<file path="config.mk">
export PLATFORM = sky130hd
export DESIGN_NAME = branch_pc_controller
export DESIGN_NICKNAME = d
export VERILOG_FILES = /design/src/rtl/branch_pc_controller.sv
export SDC_FILE = /design/constraint.sdc
export NUM_CORES = 1
export LEC_CHECK = 0
export BUFFER_PORTS_ARGS = -buffer_cell sky130_fd_sc_hd__buf_2
export CAP_MARGIN = 10
export CORE_ASPECT_RATIO = 0.7
export CORE_UTILIZATION = 55
export CTS_BUF_LIST = sky130_fd_sc_hd__clkbuf_8
export DETAILED_ROUTE_END_ITERATION = 6
export PLACE_DENSITY_LB_ADDON = 0.05
export SLEW_MARGIN = 20
export SYNTH_ARGS = -nofsm -noshare
export SYNTH_HDL_FRONTEND = slang
export SYNTH_SLANG_ARGS = --single-unit
</file>
<file path="constraint.sdc">
create_clock -name clk -period 4.9 [get_ports clk]
set_input_delay 0.98 -clock clk [delete_from_list [all_inputs] [get_ports clk]]
set_output_delay 0.98 -clock clk [all_outputs]
set_load 0.005 [all_outputs]
</file>
<file path="src/rtl/branch_pc_controller.sv">
// Branch PC-select controller: 2-bit counter BHT predicts conditional branches
// at decode; a FIFO of in-flight predictions is checked against execute to raise redirects.
module branch_pc_controller #(
    parameter int BHT_IDX_BITS = 4,
    parameter int FIFO_DEPTH   = 4,
    localparam int PTR_W       = $clog2(FIFO_DEPTH),
    localparam int CNT_W       = PTR_W + 1
) (
    input  logic              clk,
    input  logic              rst_n,
    input  logic              dec_valid,
    input  logic              dec_is_branch,
    input  logic              dec_is_jump,
    input  logic [31:0]       dec_pc,
    output logic [1:0]        PCSrc,
    output logic              prediction,
    output logic              stall,
    input  logic              ex_resolve,
    input  logic              ex_taken,
    input  logic [31:0]       ex_pc,
    input  logic [31:0]       ex_imm,
    output logic              redirect_valid,
    output logic [31:0]       redirect_pc,
    output logic              flush,
    output logic [CNT_W-1:0]  pending_count,
    output logic              err_underflow,
    output logic              dbg_state_o
);

    typedef enum logic {ST_RUN = 1'b0, ST_RECOVER = 1'b1} state_e;

    state_e                  state_q, state_d;
    logic [1:0]              bht_q [2**BHT_IDX_BITS];
    logic                    fifo_pred_q [FIFO_DEPTH];
    logic [BHT_IDX_BITS-1:0] fifo_idx_q  [FIFO_DEPTH];
    logic [PTR_W-1:0]        head_q, head_d, tail_q, tail_d;
    logic [CNT_W-1:0]        count_q, count_d;
    logic                    err_q;

    logic [BHT_IDX_BITS-1:0] dec_idx, head_idx;
    logic                    run, cond_br, fifo_full, fifo_empty;
    logic                    resolve_ok, head_pred, mispredict, push, pop;
    logic [1:0]              bht_upd;
    logic                    unused_pc_bits;

    assign dec_idx        = dec_pc[BHT_IDX_BITS+1:2];
    assign unused_pc_bits = ^{dec_pc[31:BHT_IDX_BITS+2], dec_pc[1:0]};
    assign run            = (state_q == ST_RUN);
    assign cond_br        = dec_valid & dec_is_branch & ~dec_is_jump;
    assign fifo_full      = (count_q == CNT_W'(FIFO_DEPTH));
    assign fifo_empty     = (count_q == '0);
    assign resolve_ok     = ex_resolve & ~fifo_empty;
    assign head_pred      = fifo_pred_q[head_q];
    assign head_idx       = fifo_idx_q[head_q];
    assign mispredict     = resolve_ok & (head_pred != ex_taken);
    assign pop            = resolve_ok;
    // A same-cycle pop frees the slot the push would need, so full alone does not block it.
    assign push           = run & cond_br & (~fifo_full | resolve_ok) & ~mispredict;

    assign stall          = run & cond_br & fifo_full & ~ex_resolve;
    assign redirect_valid = mispredict;
    assign flush          = mispredict;
    assign redirect_pc    = mispredict ? (ex_taken ? ex_pc + ex_imm : ex_pc + 32'd4) : 32'd0;
    assign pending_count  = count_q;
    assign err_underflow  = err_q;
    assign dbg_state_o    = state_q;

    always_comb begin
        PCSrc      = 2'b00;
        prediction = 1'b0;
        if (run && dec_valid) begin
            if (dec_is_jump) begin
                PCSrc = 2'b01;
            end else if (dec_is_branch) begin
                PCSrc      = 2'b10;
                prediction = bht_q[dec_idx][1];
            end
        end
    end

    always_comb begin
        bht_upd = bht_q[head_idx];
        if (ex_taken) begin
            if (bht_q[head_idx] != 2'b11) bht_upd = bht_q[head_idx] + 2'b01;
        end else begin
            if (bht_q[head_idx] != 2'b00) bht_upd = bht_q[head_idx] - 2'b01;
        end
    end

    always_comb begin
        head_d  = head_q;
        tail_d  = tail_q;
        count_d = count_q;
        state_d = (run && mispredict) ? ST_RECOVER : ST_RUN;
        if (mispredict) begin
            // Every younger branch in the FIFO is on the squashed path.
            head_d  = '0;
            tail_d  = '0;
            count_d = '0;
        end else begin
            if (push) tail_d = tail_q + 1'b1;
            if (pop)  head_d = head_q + 1'b1;
            count_d = count_q + CNT_W'(push) - CNT_W'(pop);
        end
    end

    always_ff @(posedge clk) begin
        if (!rst_n) begin
            for (int i = 0; i < 2**BHT_IDX_BITS; i++) bht_q[i] <= 2'b01;
            head_q  <= '0;
            tail_q  <= '0;
            count_q <= '0;
            err_q   <= 1'b0;
            state_q <= ST_RUN;
        end else begin
            head_q  <= head_d;
            tail_q  <= tail_d;
            count_q <= count_d;
            state_q <= state_d;
            if (pop) bht_q[head_idx] <= bht_upd;
            if (ex_resolve && fifo_empty) err_q <= 1'b1;
        end
    end

    always_ff @(posedge clk) begin
        if (push) begin
            fifo_pred_q[tail_q] <= prediction;
            fifo_idx_q[tail_q]  <= dec_idx;
        end
    end

endmodule

</file>
==> key figures <==
Run status
  • Status: finished clean

STA
  • Final hold viol count: 0
  • Setup ws final: 0.380 ns
  • Max-slew headroom: 0.311
  • Fin. max-slew vios: 0
  • Setup_tns: 0 ns
  • Setup violators final: 0
  • Setup Skew: 0.00813 ns
  • Unrepaired setup endpoints after global routing: false
  • Max Clock Freq: 221 MHz
  • Final period util: 0.923
  • Worst slew pin tran: 1.03 ns
  • Tmin final: 4.52 ns

Synthesis
  • YS warnings: 0
  • Async S/R FF share, synth: 0
  • Yosys reg bits: 63
  • Post-synth net total: 822
  • Most used flip-flop cell after synthesis: edfxtp_1
  • EDFF count, synth: 52
  • Simple-gate area share of the yosys netlist: 0.240
  • Synth unique cells: 62
  • Post-synthesis compound-gate area fraction: 0.166
  • Syn avg cell area: 8.71 um2
  • Post-synthesis sequential area ratio: 0.301
  • Largest family of logic cells by synthesized area: simple AND/OR/NAND/NOR gates
  • Post-synthesis mux area share: 0.0931
  • Area share of xor/xnor cells in the synthesized design: 0.0741
  • Synthesized cell area: 0.00591 mm2
  • Cells after synthesis: 679
  • Adder-Cell Fraction of Synth Area: 0.0872

Die
  • Core area: 0.0104 mm2
  • Full die area: 0.0112 mm2
  • Die width: 126 um
  • I/O pins: 146
  • Initial core utilization: 0.569
  • Die height: 88.7 um
  • # rows: 31

Layout
  • NumNets Final: 923
  • # diodes: 0
  • Final cell utilization of the core: 0.658
  • Syn-to-layout area delta: 15.7%
  • Final Non-Filler Cells: 917
  • Share of layout cells above drive strength 1: 0.215
  • Filler Cell Count: 886

Detailed routing
  • Drt first pass iters: 6
  • DR WL/cell: 18.4 um
  • DRT iter0 DRCs: 512
  • Remaining DRCs: 0
  • Routed WL: 16900 um
  • Vias: 5752
  • Routed Antenna Nets: 0
  • Vias per cell: 6.27

Worst hold path
  • Worst hold path type: reg2reg

Place
  • Dpl hpwl: 13100 um
  • GPL Wtd Cong: 0.938
  • # port buffers: 117
  • Pre-CTS setup slack: 0.467 ns
  • Post-Place Cells: 901

Worst setup path
  • CP Data Required Time: 3.92 ns
  • Critical Path End Type: primary output
  • WP data arrival: 3.54 ns
  • CP Max Fanout: 8
  • Setup CP Type: in2out
  • Startpoint Class: input pin

Power and ir drop
  • LEAKAGE: 0.00290 uW
  • Power Dens Cells: 303 mW/mm2
  • Peak VDD IR: 0.170 mV
  • Final Power: 2070 uW

CTS
  • Clock Latency Late Sink: 0.34 ns
  • Total setup buffers inserted after CTS: 0
  • CTS tree: yes
  • Clock Sinks: 63
  • CTS resizes: 0
  • Clk root buf: clkbuf_8
  • Clk pin slew, worst setup/hold paths: 0.07 ns
  • CTS Buf Count: 9
  • Hold-fix buffers, CTS: 0
  • Htree depth: 3
  • Clock Tree Buf Depth: 2

Global route
  • Antenna violations before repair: 0
  • Grt total ovfl: 0
  • Largest net degree at the start of global routing: 58
  • First-pass GRT wire length: 26000 um
  • GRT Overall Usage: 0.303
  • Vias in the first global route: 5060

Flow run
  • MaxCap Viol Count: 0
[worst max-delay path: stages]
cell      delay, ns
buf_2          0.14
ha_1           0.42
a21o_1         0.22
a21oi_1        0.27
nor2_1         0.10
a211oi_1       0.42
o221a_2        0.31
a21oi_1        0.07
a211oi_1       0.39
buf_2          0.19
[state kept, by name (all words and copies together) (netlist names), named ones only]
name	flops
bht_q	32
dbg_state_o	1
err_underflow	1
fifo_idx_q	16
fifo_pred_q	4
head_q	2
pending_count	3
tail_q	2
[cell usage in the layout, fill, tap and decap left out, types with 16 or more instances in the layout]
cell	n
ha_1	38
and3_1	20
inv_1	19
a21o_1	16
o21ai_0	21
xor2_1	25
a21oi_1	39
buf_2	117
xnor2_1	25
nand3_1	45
nand2_1	85
edfxtp_1	52
nor2_1	68
[layout make-up]
| type | instances | area, um2 | area share |
|---|---|---|---|
| clock buffer | 9 | 124 | 0.0181 |
| clock inverter | 7 | 145 | 0.0212 |
| inverter | 19 | 71.3 | 0.0104 |
| multi-input combinational | 562 | 3910 | 0.571 |
| sequential | 63 | 1780 | 0.261 |
| tap | 132 | 165 | 0.0241 |
| timing repair buffer | 125 | 646 | 0.0944 |
[logic make-up (layout without fill, tap and decap cells)]
family          Yosys count  after routing
mux                      33             33
fa+ha+maj                40             40
compound gates          147            147
simple gates            292            292
buf+inv                  54            160
xor+xnor                 50             50
flops                    63             63
[per-layer routing]
metal  up-vias  track usage  wire [um]
met5         -            0          0
met4         0       0.0690        198
met3        20       0.0738       1660
met2       272        0.453       7100
met1      2731        0.442       7900
li1       2729            -          -
[final timing paths]
path                    start                to  slack [ns]  depth (start not counted)
setup reg to reg     register  pending_count[2]        1.41                         13
hold reg to reg   dbg_state_o       dbg_state_o        0.46                          1
hold / removal    dbg_state_o       dbg_state_o        0.46                          1
setup / recovery    ex_pc[15]   redirect_pc[30]        0.38                         10
[where the power goes]
part / internal, uW / leakage [uW] / switching [uW]
registers: 616 / 0.000546 / 37.4
logic: 333 / 0.00223 / 481
clock network: 391 / 0.000130 / 212
[synthesized netlist by cell type, drive strengths merged (15+ instances only)]
| cell | number | area, um2 |
|---|---|---|
| xor2 | 25 | 219 |
| o21ai | 21 | 105 |
| nand4 | 15 | 93.8 |
| ha | 38 | 475 |
| inv | 19 | 71.3 |
| a21oi | 39 | 195 |
| clkbuf | 30 | 113 |
| mux4 | 16 | 364 |
| nand2 | 85 | 319 |
| edfxtp | 52 | 1560 |
| xnor2 | 25 | 219 |
| nor2 | 68 | 255 |
| and3 | 20 | 125 |
| nand3 | 45 | 225 |
| a21o | 16 | 120 |
[stage by stage]
step                      instance area, um2  hold WS, ns
after floorplan                         5910        0.453
after global placement                  6570        0.439
after detailed placement                6570        0.450
after CTS                               6840        0.460
final                                   6840        0.456
after global routing                    6840        0.475
Note: power is estimated with default switching activity, not from simulation.
